<file path="src/rtl/stream_demux_pkg.sv">
// Shared types for the packet-aware stream demultiplexer.
package stream_demux_pkg;

  typedef enum logic {
    ROUTE_IDLE,
    ROUTE_LOCKED
  } route_state_t;

endpackage

</file>
<file path="src/rtl/stream_skid_buffer.sv">
// Generic 2-entry valid/ready register slice: registered outputs, registered in_ready,
// full throughput with no combinational path from out_ready to in_ready.
module stream_skid_buffer #(
  parameter int WIDTH = 8
) (
  input  logic             clk,
  input  logic             rst_n,
  input  logic [WIDTH-1:0] in_data,
  input  logic             in_valid,
  output logic             in_ready,
  output logic [WIDTH-1:0] out_data,
  output logic             out_valid,
  input  logic             out_ready
);

  logic [WIDTH-1:0] head_reg, head_next;
  logic [WIDTH-1:0] skid_reg, skid_next;
  logic             head_valid_reg, head_valid_next;
  logic             skid_valid_reg, skid_valid_next;
  logic             in_ready_reg;
  logic             in_accept;
  logic             head_load;

  assign in_accept = in_valid && in_ready_reg;
  // Head may take a new beat when it is empty or being drained this cycle.
  assign head_load = !head_valid_reg || out_ready;

  always_comb begin
    head_next       = head_reg;
    head_valid_next = head_valid_reg;
    skid_next       = skid_reg;
    skid_valid_next = skid_valid_reg;
    if (head_load) begin
      if (skid_valid_reg) begin
        head_next       = skid_reg;
        head_valid_next = 1'b1;
        skid_valid_next = 1'b0;
      end else begin
        head_valid_next = in_accept;
        if (in_accept) begin
          head_next = in_data;
        end
      end
    end else if (in_accept) begin
      skid_next       = in_data;
      skid_valid_next = 1'b1;
    end
  end

  always_ff @(posedge clk or negedge rst_n) begin
    if (!rst_n) begin
      head_reg       <= '0;
      skid_reg       <= '0;
      head_valid_reg <= 1'b0;
      skid_valid_reg <= 1'b0;
      in_ready_reg   <= 1'b0;
    end else begin
      head_reg       <= head_next;
      skid_reg       <= skid_next;
      head_valid_reg <= head_valid_next;
      skid_valid_reg <= skid_valid_next;
      in_ready_reg   <= !skid_valid_next;
    end
  end

  assign in_ready  = in_ready_reg;
  assign out_data  = head_reg;
  assign out_valid = head_valid_reg;

endmodule

</file>
<file path="src/rtl/stream_demux.sv">
// Packet-aware demultiplexer: route latched on the first beat of a packet, held to the
// last beat, and carried with each beat through a 2-entry skid buffer.
module stream_demux #(
  parameter int DATA_SIZE   = 8,
  parameter int SELECT_SIZE = 2
) (
  input  logic                      clk,
  input  logic                      rst_n,
  input  logic [DATA_SIZE-1:0]      in_data,
  input  logic [SELECT_SIZE-1:0]    in_port,
  input  logic                      in_last,
  input  logic                      in_valid,
  output logic                      in_ready,
  output logic [DATA_SIZE-1:0]      out_data,
  output logic                      out_last,
  output logic [2**SELECT_SIZE-1:0] out_valid,
  input  logic [2**SELECT_SIZE-1:0] out_ready
);

  import stream_demux_pkg::*;

  localparam int PORTS = 2**SELECT_SIZE;
  localparam int WIDTH = DATA_SIZE + 1 + SELECT_SIZE;

  route_state_t           state_reg, state_next;
  logic [SELECT_SIZE-1:0] route_reg, route_next;
  logic [SELECT_SIZE-1:0] beat_port;
  logic [SELECT_SIZE-1:0] head_port;
  logic [WIDTH-1:0]       head_bus;
  logic                   head_valid;
  logic                   head_ready;
  logic                   in_accept;

  assign in_accept = in_valid && in_ready;
  // in_port is only meaningful on the first beat; later beats reuse the latched route.
  assign beat_port = (state_reg == ROUTE_IDLE) ? in_port : route_reg;

  always_comb begin
    state_next = state_reg;
    route_next = route_reg;
    if (in_accept) begin
      route_next = beat_port;
      state_next = in_last ? ROUTE_IDLE : ROUTE_LOCKED;
    end
  end

  always_ff @(posedge clk or negedge rst_n) begin
    if (!rst_n) begin
      state_reg <= ROUTE_IDLE;
      route_reg <= '0;
    end else begin
      state_reg <= state_next;
      route_reg <= route_next;
    end
  end

  stream_skid_buffer #(
    .WIDTH (WIDTH)
  ) u_skid (
    .clk       (clk),
    .rst_n     (rst_n),
    .in_data   ({in_data, in_last, beat_port}),
    .in_valid  (in_valid),
    .in_ready  (in_ready),
    .out_data  (head_bus),
    .out_valid (head_valid),
    .out_ready (head_ready)
  );

  assign {out_data, out_last, head_port} = head_bus;
  assign head_ready = out_ready[head_port];

  genvar gi;
  generate
    for (gi = 0; gi < PORTS; gi++) begin : g_valid
      localparam logic [SELECT_SIZE-1:0] PORT_ID = SELECT_SIZE'(gi);
      assign out_valid[gi] = head_valid && (head_port == PORT_ID);
    end
  endgenerate

endmodule

</file>
<file path="config.mk">
export PLATFORM = sky130hd
export DESIGN_NAME = stream_demux
export DESIGN_NICKNAME = d
export VERILOG_FILES = /design/src/rtl/stream_demux_pkg.sv /design/src/rtl/stream_skid_buffer.sv /design/src/rtl/stream_demux.sv
export SDC_FILE = /design/constraint.sdc
export NUM_CORES = 1
export LEC_CHECK = 0
export BUFFER_PORTS_ARGS = -buffer_cell sky130_fd_sc_hd__clkbuf_2
export CORE_AREA = 2 2 68 77
export CTS_CLUSTER_SIZE = 8
export DETAILED_ROUTE_END_ITERATION = 8
export DIE_AREA = 0 0 70 79
export HOLD_SLACK_MARGIN = 0.06
export PLACE_DENSITY_LB_ADDON = 0.12
export SYNTH_ARGS = -nofsm -noshare
export SYNTH_HDL_FRONTEND = slang
export SYNTH_SLANG_ARGS = --single-unit
export TNS_END_PERCENT = 30
</file>
<file path="constraint.sdc">
create_clock -name clk -period 2.3 [get_ports clk]
set_input_delay 0.46 -clock clk [delete_from_list [all_inputs] [get_ports clk]]
set_output_delay 0.46 -clock clk [all_outputs]
set_load 0.02 [all_outputs]
</file>
Word level (Yosys, flattened, before mapping)
Cells that the tools add are included.
{"block": "totals", "inputBits": 18, "word_cells": 33, "out_inout_bits": 14, "latch_bits": 0, "mem_bits_rw": 0, "n_memories": 0, "regBits": 28, "romBits": 0}
{"block": "op_classes", "n_addsub": 0, "n_div": 0, "reduce_logical": 12, "bitwise": 1, "multipliers": 0, "muxes": 9, "n_lt_le_gt_ge": 1, "n_eq_ne": 3, "n_shift": 0}
{"op": "two-way mux 11 bit", "count": 2}
{"op": "logical AND 1 bit", "count": 5}
{"op": "two-way mux 1 bit", "count": 5}
{"op": "== test 2 bit (second input constant)", "count": 2}
{"op": "AND reduction 2 bit", "count": 2}
{"op": "< comparator 2 x 3 -> 1 bit (second input constant)", "count": 1}
{"op": "binary-select mux 1 bit (select 2 bit)", "count": 1}
{"op": "== test 2 x 1 -> 1 bit (second input constant)", "count": 1}
{"op": "logical NOT 1 bit", "count": 2}
{"op": "logical NOT 2 bit", "count": 1}
{"op": "two-way mux 2 bit", "count": 1}
{"op": "nonzero test 2 bit", "count": 1}
{"op": "logical OR 1 bit", "count": 1}
{"op": "inverter 1 bit", "count": 1}

Depth between registers and ports, before layout
Gate-level depths: netlist (run 1).
{"block": "logic_depth", "ltp_word": 5, "ltp_mapped": 5, "depth_no_buf": 3}

Hierarchy
From an unflattened synthesis (run 1), not the netlist that was laid out.
{"block": "unflattened", "cells_unflattened": 85, "area_unflattened_um2": 1410.1}
{"mod": "stream_skid_buffer", "cells_each": 69, "seq_area_each_um2": 625.6, "area_each_um2": 1203.7, "n_inst": 1}
{"mod": "stream_demux", "cells_each": 16, "seq_area_each_um2": 75.1, "area_each_um2": 206.4, "n_inst": 1}

Worst setup path before layout (run 1)
OpenSTA, ideal clock, no wires.
{"block": "synth_timing", "kind": "register -> register", "from": "register u_skid.head_reg[0], in the netlist u_skid.out_data[0]", "to": "register u_skid.skid_reg[10]", "path_slack_ps": 656, "t_arrival_ps": 1517, "path_buffers": 1, "setup_ps": 128, "synth_period_minus_slack_ps": 1644, "required_time_ps": 2172, "stages_incl_launch_ff": 5, "path_cell_list": "dfrtp_1 > mux2_4 > o32ai_2 > buf_4 > mux2_1"}
{"block": "synth_via", "elab_chain_len": 5}
{"item": "from (decl)", "line": "stream_skid_buffer.sv:16", "rtl": "logic [WIDTH-1:0] head_reg, head_next;"}
{"item": "from (signal assigned)", "line": "stream_skid_buffer.sv:58", "rtl": "head_reg <= head_next;"}
{"item": "binary-select mux 1 bit (select 2 bit)", "line": "stream_demux.sv:71", "rtl": "assign head_ready = out_ready[head_port];"}
{"item": "two-way mux 1 bit (not written as such)", "line": "stream_demux.sv:71"}
{"item": "logical OR 1 bit", "line": "stream_skid_buffer.sv:26", "rtl": "assign head_load = !head_valid_reg || out_ready;"}
{"item": "inverter 1 bit (no source line)"}
{"item": "AND reduction 2 bit (no source line)"}
{"item": "to (signal assigned)", "line": "stream_skid_buffer.sv:59", "rtl": "skid_reg <= skid_next;"}
{"item": "to (decl)", "line": "stream_skid_buffer.sv:17", "rtl": "logic [WIDTH-1:0] skid_reg, skid_next;"}
No other way between the ends. The select of a mux whose other input is x is not followed.
A chain may end at the register's enable or synchronous reset.

Worst setup path after layout (run 1)
{"block": "layout_timing", "from": "register u_skid.head_reg[0], in the netlist u_skid.out_data[0]", "to": "register u_skid.head_reg[7], in the netlist u_skid.out_data[7]"}
{"block": "layout_via", "elab_chain_len": 4}
{"item": "binary-select mux 1 bit (select 2 bit)", "line": "stream_demux.sv:71"}
{"item": "two-way mux 1 bit (not written as such)", "line": "stream_demux.sv:71"}
{"item": "logical OR 1 bit", "line": "stream_skid_buffer.sv:26"}
{"item": "AND reduction 2 bit (no source line)"}
No other way between the ends. The select of a mux whose other input is x is not followed.

==> metrics.md, run 1 <==
| Metric | Value |
|---|---|
| Hold Worst Slack | 0.226 ns |
| Synth top area share | 50.5% |
| Status | finished, final reports clean |
| Design Area, Final | 1590 um^2 |
| Worst-path clk slew | 0.09 ns |
| Drt initial violations | 26 |
| Fmax | 535 MHz |
| Post-DRT Antenna Nets | 0 |
| Post-synthesis register bit count | 28 |
| Met3 GRT Util | 2.16% |
| Fin Clk Skew | 0.00342 ns |
| Routed WL per cell | 14.0 um |
| Max Cap Viol | 0 |
| Area contributors post-synth | dfrtp_1 (50%), mux2_4 (13%), mux2_2 (9.7%) |
| Required @ worst endpoint | 2.46 ns |
| Static Leak | 0.743 nW |
| Post-synthesis net count | 122 |
| Global-route wire length before repair | 4270 um |
| Distinct cells, synth | 22 |
| Vias in the first global route | 885 |
| Worst-path maximum fanout | 10 |
| Initial antenna violation count | 0 |
| Top cell by count, worst path | mux2_4 |
| Cell taking the most area after synthesis | dfrtp_1 |
| Die area | 5530 um^2 |
| CTS Root Cell | clkbuf_8 |
| Number of cell rows | 27 |
| Fraction of layout cells with a size suffix above 1 | 47.7% |
| Pre-CTS setup slack | 0.415 ns |
| Max-slew violations | 0 |
| Min Tclk post-route | 1.87 ns |
| Chip Height | 79 um |
| Core ar. | 4800 um^2 |
| Critical path arrival | 2.03 ns |
| Register Area | 701 um^2 |
| Endpoint class of the critical path | flip-flop |
| Final estimated routing congestion in global placement | 0.765 |
| Worst-Margin Slew | 0.725 ns |
| Final clock period utilization by the worst path | 81.3% |
| Routed WL | 2600 um |
| Largest net degree at the start of global routing | 29 |
| Syn_area_per_cell | 13.4 um^2 |
| Register area share after synthesis | 50.5% |
| Final Hold Vio Count | 0 |
| Number of remaining DRC errors | 0 |
| Routing usage on met1 | 12.0% |
| Final Power | 2.31 mW |
| CP Class | reg2reg |
| DP HPWL | 1880 um |
| Placed cell area | 1550 um^2 |
| Initial Util | 29.0% |
| Setup Total Neg Slack | 0 ns |
| Class of the worst hold path | in2async |
| Max incr delay on CP | 0.66 ns |
| Setup violations, final | 0 |
| Cts bufs inserted | 3 |
| Final setup margin | 0.430 ns |
| Overall routing resource usage | 9.76% |
| Clk sinks | 28 |
| Inserted Diodes | 0 |
| Clk Latency, worst-skew pair | 0.26 ns |
| Number of port buffers | 31 |
| Via count | 856 |
| Mapped Cells | 104 |
| Unrepaired setup endpoints after global routing | false |
| Clock buffer depth | 2 |
| Met2 Use GR | 16.6% |
| Final nets | 148 |
| CP max stage cell | o221a_1 |
| CTS tree | built |
| Layout fillers | 501 |
| Via-to-Cell Ratio | 4.60 |
| Hold-fix buffers, CTS | 0 |
| Congestion Overflow GR | 0 |
| Die width | 70 um |
| Peak supply drop | 0.462 mV |
| Busiest grt layer | met2 |
| Mapped Area | 1390 um^2 |
| Post-CTS sizing | 0 |
| Ys Warns | 0 |
| DR pass1 iterations | 3 |
| Area occupied by multi-input gates | 594 um^2 |
| Top Ports | 32 |
| Max-Slew Margin vs Limit | 51.6% |
| Startpoint Class | flip-flop |
| Layout area overhead | 14.2% |
| H-tree depth | 1 |
| Pwr per Cell Area | 1460 nW/um^2 |
| CP Cell Sequence | mux2_4 -> o221a_1 -> mux2_4 |
| Setup repair bufs after CTS | 0 |
[cell usage after synthesis]
| library cell | number |
|---|---|
| mux2_2 | 12 |
| dfrtp_1 | 28 |
| nand2b_1 | 2 |
| buf_4 | 9 |
| mux2_1 | 9 |
| nor2_1 | 5 |
| nand4b_1 | 1 |
| o211ai_1 | 1 |
| clkbuf_1 | 2 |
| o22a_1 | 1 |
| o21ai_0 | 4 |
| buf_6 | 1 |
| mux2_4 | 12 |
| nand2_1 | 7 |
| mux2i_1 | 2 |
| a21oi_1 | 1 |
| o221a_1 | 1 |
| o22ai_1 | 1 |
| o2bb2ai_1 | 1 |
| inv_1 | 2 |
| a21o_1 | 1 |
| o32ai_2 | 1 |
[path summary, 6_finish.rpt]
check,startpoint,end,slack (ns),cells past startpoint
hold reg to reg,u_skid.skid_reg[6],u_skid.skid_reg[6],0.49,1
setup reg to reg,u_skid.out_data[0],u_skid.out_data[7],0.43,3
setup / recovery,u_skid.out_data[0],u_skid.out_data[7],0.43,3
min in group clk,in_data[5],u_skid.skid_reg[8],0.42,2
hold / removal,rst_n,u_skid.skid_reg[8],0.23,1
max in group asynchronous,rst_n,u_skid.skid_valid_reg,1.62,1
[layer usage]
metal,vias to the layer above,part of all wire (%)
li1,409,-
met1,427,46
met2,18,49
met3,2,4.5
met4,0,0.96
met5,-,0
[placed cells by master (no fill, tap or decap), types with 2 or more instances in the layout]
cell type   n
clkbuf_2   31
dfrtp_1    28
mux2_4     12
mux2_2     12
mux2_1      9
nand2_1     7
nor2_1      5
o21ai_0     4
clkbuf_8    3
inv_1       2
nand2b_1    2
mux2i_1     2
buf_4       2
[cell families after synthesis]
logic type | count (synthesis) | share of synthesized area [%]
AOI/OAI and AO/OA | 12 | 6.58
and+or+nand+nor | 15 | 4.78
buffers and inverters | 14 | 6.76
DFF | 28 | 50.5
muxes | 35 | 31.4
[final cells by class]
class,instances,area share [%]
Sequential cell,28,44.2
Multi-Input combinational cell,62,37.5
Tap cell,58,4.57
Clock buffer,3,2.60
Inverter,2,0.473
Timing Repair Buffer,33,10.7
[power breakdown]
group | internal (mW) | switching [mW]
clock | 0.117 | 0.142
sequential | 0.744 | 0.148
combinational | 0.598 | 0.564
total | 1.46 | 0.854
[critical path, delay by kind of cell (launching register included)]
family	cells	cell delay (ns)
AOI/OAI and AO/OA	1	0.66
DFF	1	0.47
muxes	2	0.62
[through the flow]
stage | instances | util (%)
floorplan | 104 | -
global placement | 183 | 32.2
detailed placement | 183 | 32.2
CTS | 186 | 33.1
global route | 186 | 33.1
finish | 186 | 33.1
(Power assumes the default switching activity.)
==> run 2: changes to the inputs <==
- clock period: 2.3 -> 1.79 ns (I/O delays scaled with it)
==> run 2 against run 1 <==
Effect of this change:
- power grew 34%
- via count grew 2.1%
- cell count grew 1.6%
- sequential power grew 28%
- first-iteration DRC count shrank 7.7%
- flip-flop and latch count is the same
- routed wire length grew 0.23%
- worst setup slack lost 0.35 ns
- clock skew grew 0.00057 ns
- critical path type unchanged
- largest cell class unchanged
==> metrics.md, run 2 (synthesis gave the netlist of run 1 again) <==
| Metric | Value |
|---|---|
| Die width | 70 um (unchanged) |
| Max-slew violations | 0 (unchanged) |
| Setup violations, final | 0 (unchanged) |
| Worst-Margin Slew | 0.712 ns (was 0.725 ns) |
| DR pass1 iterations | 4 (was 3) |
| Overall routing resource usage | 10.3% (was 9.76%) |
| Congestion Overflow GR | 0 (unchanged) |
| Class of the worst hold path | in2async (unchanged) |
| Inserted Diodes | 0 (unchanged) |
| Cts bufs inserted | 3 (unchanged) |
| Fmax | 583 MHz (was 535 MHz) |
| Met1 WL | 1150 um (was 1190 um) |
| Worst-path maximum fanout | 11 (was 10) |
| Routed WL per cell | 13.8 um (was 14.0 um) |
| Drt initial violations | 24 (was 26) |
| Max Cap Viol | 0 (unchanged) |
| DP HPWL | 1870 um (was 1880 um) |
| Clk sinks | 28 (unchanged) |
| Setup Total Neg Slack | 0 ns (unchanged) |
| Peak supply drop | 0.726 mV (was 0.462 mV) |
| Hold-fix buffers, CTS | 0 (unchanged) |
| Die area | 5530 um^2 (unchanged) |
| CTS tree | built (unchanged) |
| Final nets | 150 (was 148) |
| Static Leak | 0.763 nW (was 0.743 nW) |
| Final estimated routing congestion in global placement | 0.805 (was 0.765) |
| Core ar. | 4800 um^2 (unchanged) |
| Initial Util | 29.0% (unchanged) |
| Chip Height | 79 um (unchanged) |
| Commonest non-fill, non-tap cell in the layout | clkbuf_2 (unchanged) |
| Clk Latency, worst-skew pair | 0.27 ns (was 0.26 ns) |
| Via count | 874 (was 856) |
| Layout fillers | 490 (was 501) |
| Final Hold Vio Count | 0 (unchanged) |
| Clock buffer depth | 2 (unchanged) |
| Post-route core utilization | 34.0% (was 33.1%) |
| Via-to-Cell Ratio | 4.62 (was 4.60) |
| Critical path arrival | 1.88 ns (was 2.03 ns) |
| Number of cell rows | 27 (unchanged) |
| Final clock period utilization by the worst path | 95.8% (was 81.3%) |
| Pwr per Cell Area | 1900 nW/um^2 (was 1460 nW/um^2) |
| Routed length on met2 | 1330 um (was 1270 um) |
| Worst-path clk slew | 0.10 ns (was 0.09 ns) |
| Top Ports | 32 (unchanged) |
| Post-DRT Antenna Nets | 0 (unchanged) |
| Status | finished, final reports clean (unchanged) |
| Number of remaining DRC errors | 0 (unchanged) |
| Layout area overhead | 17.3% (was 14.2%) |
| Number of port buffers | 31 (unchanged) |
| CTS Root Cell | clkbuf_8 (unchanged) |
| Global-route wire length before repair | 4550 um (was 4270 um) |
| Min Tclk post-route | 1.71 ns (was 1.87 ns) |
| Met3 WL | 106 um (was 118 um) |
| Unrepaired setup endpoints after global routing | false (unchanged) |
| Largest net degree at the start of global routing | 29 (unchanged) |
| H-tree depth | 1 (unchanged) |
| Most frequent cells in the layout | clkbuf_2 (31), dfrtp_1 (27), mux2_4 (12), mux2_2 (12), mux2_1 (9) (was clkbuf_2 (31), dfrtp_1 (28), mux2_4 (12), mux2_2 (12), mux2_1 (9)) |
| CP Class | reg2reg (unchanged) |
| Top Metal Used | met4 (unchanged) |
| Endpoint class of the critical path | flip-flop (unchanged) |
| Startpoint Class | flip-flop (unchanged) |
| Required @ worst endpoint | 1.95 ns (was 2.46 ns) |
| Initial antenna violation count | 0 (unchanged) |
| Max-Slew Margin vs Limit | 52.6% (was 51.6%) |
| Vias in the first global route | 953 (was 885) |
| Fraction of layout cells with a size suffix above 1 | 49.6% (was 47.7%) |
| Routed WL | 2610 um (was 2600 um) |
| Fin Clk Skew | 0.00399 ns (was 0.00342 ns) |
run 2: cell count changes in the layout (fill, tap and decap cells not counted):
cell      change
buf_12        +1
buf_4         +1
clkbuf_8      +1
dfrtp_1       -1
dfrtp_2       +1
run 2: final timing paths:
| path | startpoint | end | slack, ns | cells past startpoint |
|---|---|---|---|---|
| worst max register to register | u_skid.out_data[0] | u_skid.skid_reg[1] | 0.08 | 4 |
| worst max-delay path | u_skid.out_data[0] | u_skid.skid_reg[1] | 0.08 | 4 |
| worst min register to register | u_skid.skid_reg[2] | u_skid.skid_reg[2] | 0.49 | 1 |
| min in group clk | in_data[5] | u_skid.skid_reg[8] | 0.31 | 2 |
| worst min-delay path | rst_n | u_skid.out_data[8] | 0.11 | 1 |
| max in group asynchronous | rst_n | u_skid.out_data[0] | 1.17 | 1 |
run 2: metrics by stage:
step	setup slack (ns)	std cells	cell area (um^2)	hold WS (ns)	power (mW)
3_3_place_gp	0.0894	185	1570	0.452	2.73
4_1_cts	0.0366	189	1630	0.150	3.15
2_1_floorplan	0.146	104	1390	0.0624	2.44
5_1_grt	0.0102	189	1630	0.175	3.34
3_5_place_dp	0.0639	185	1570	0.463	2.75
6_report	0.0758	189	1630	0.115	3.10
run 2: worst max-delay path, stage by stage, from the launching register on:
cell and delay, ns:
dfrtp_2 0.46, mux2_4 0.35, o32ai_2 0.20, buf_4 0.25
mux2_2 0.35
run 2: final cells by class:
| cell class | count | area, um^2 | area share (%) |
|---|---|---|---|
| multi-input cells | 62 | 594 | 36.5 |
| clock buffers | 4 | 55.1 | 3.38 |
| flip-flops and latches | 28 | 702 | 43.1 |
| repair buffers | 35 | 198 | 12.1 |
| well taps | 58 | 72.6 | 4.45 |
| inverters | 2 | 7.51 | 0.461 |
run 2: repair_timing:
| action | CTS | global route |
|---|---|---|
| endpoints found under the setup margin | 0 | 10 |
| gates resized for setup | 0 | 1 |
| setup buffers | 0 | 0 |
run 2: report_power, final:
group	internal (mW)	switching [mW]
Clock	0.197	0.196
Sequential	0.959	0.183
Combinational	0.826	0.739
run 2: metal layers:
| layer | up-vias | track usage [%] |
|---|---|---|
| li1 | 415 | - |
| met1 | 435 | 12.3 |
| met2 | 22 | 18.5 |
| met3 | 2 | 1.90 |
| met4 | 0 | 3.46 |
| met5 | - | 0 |
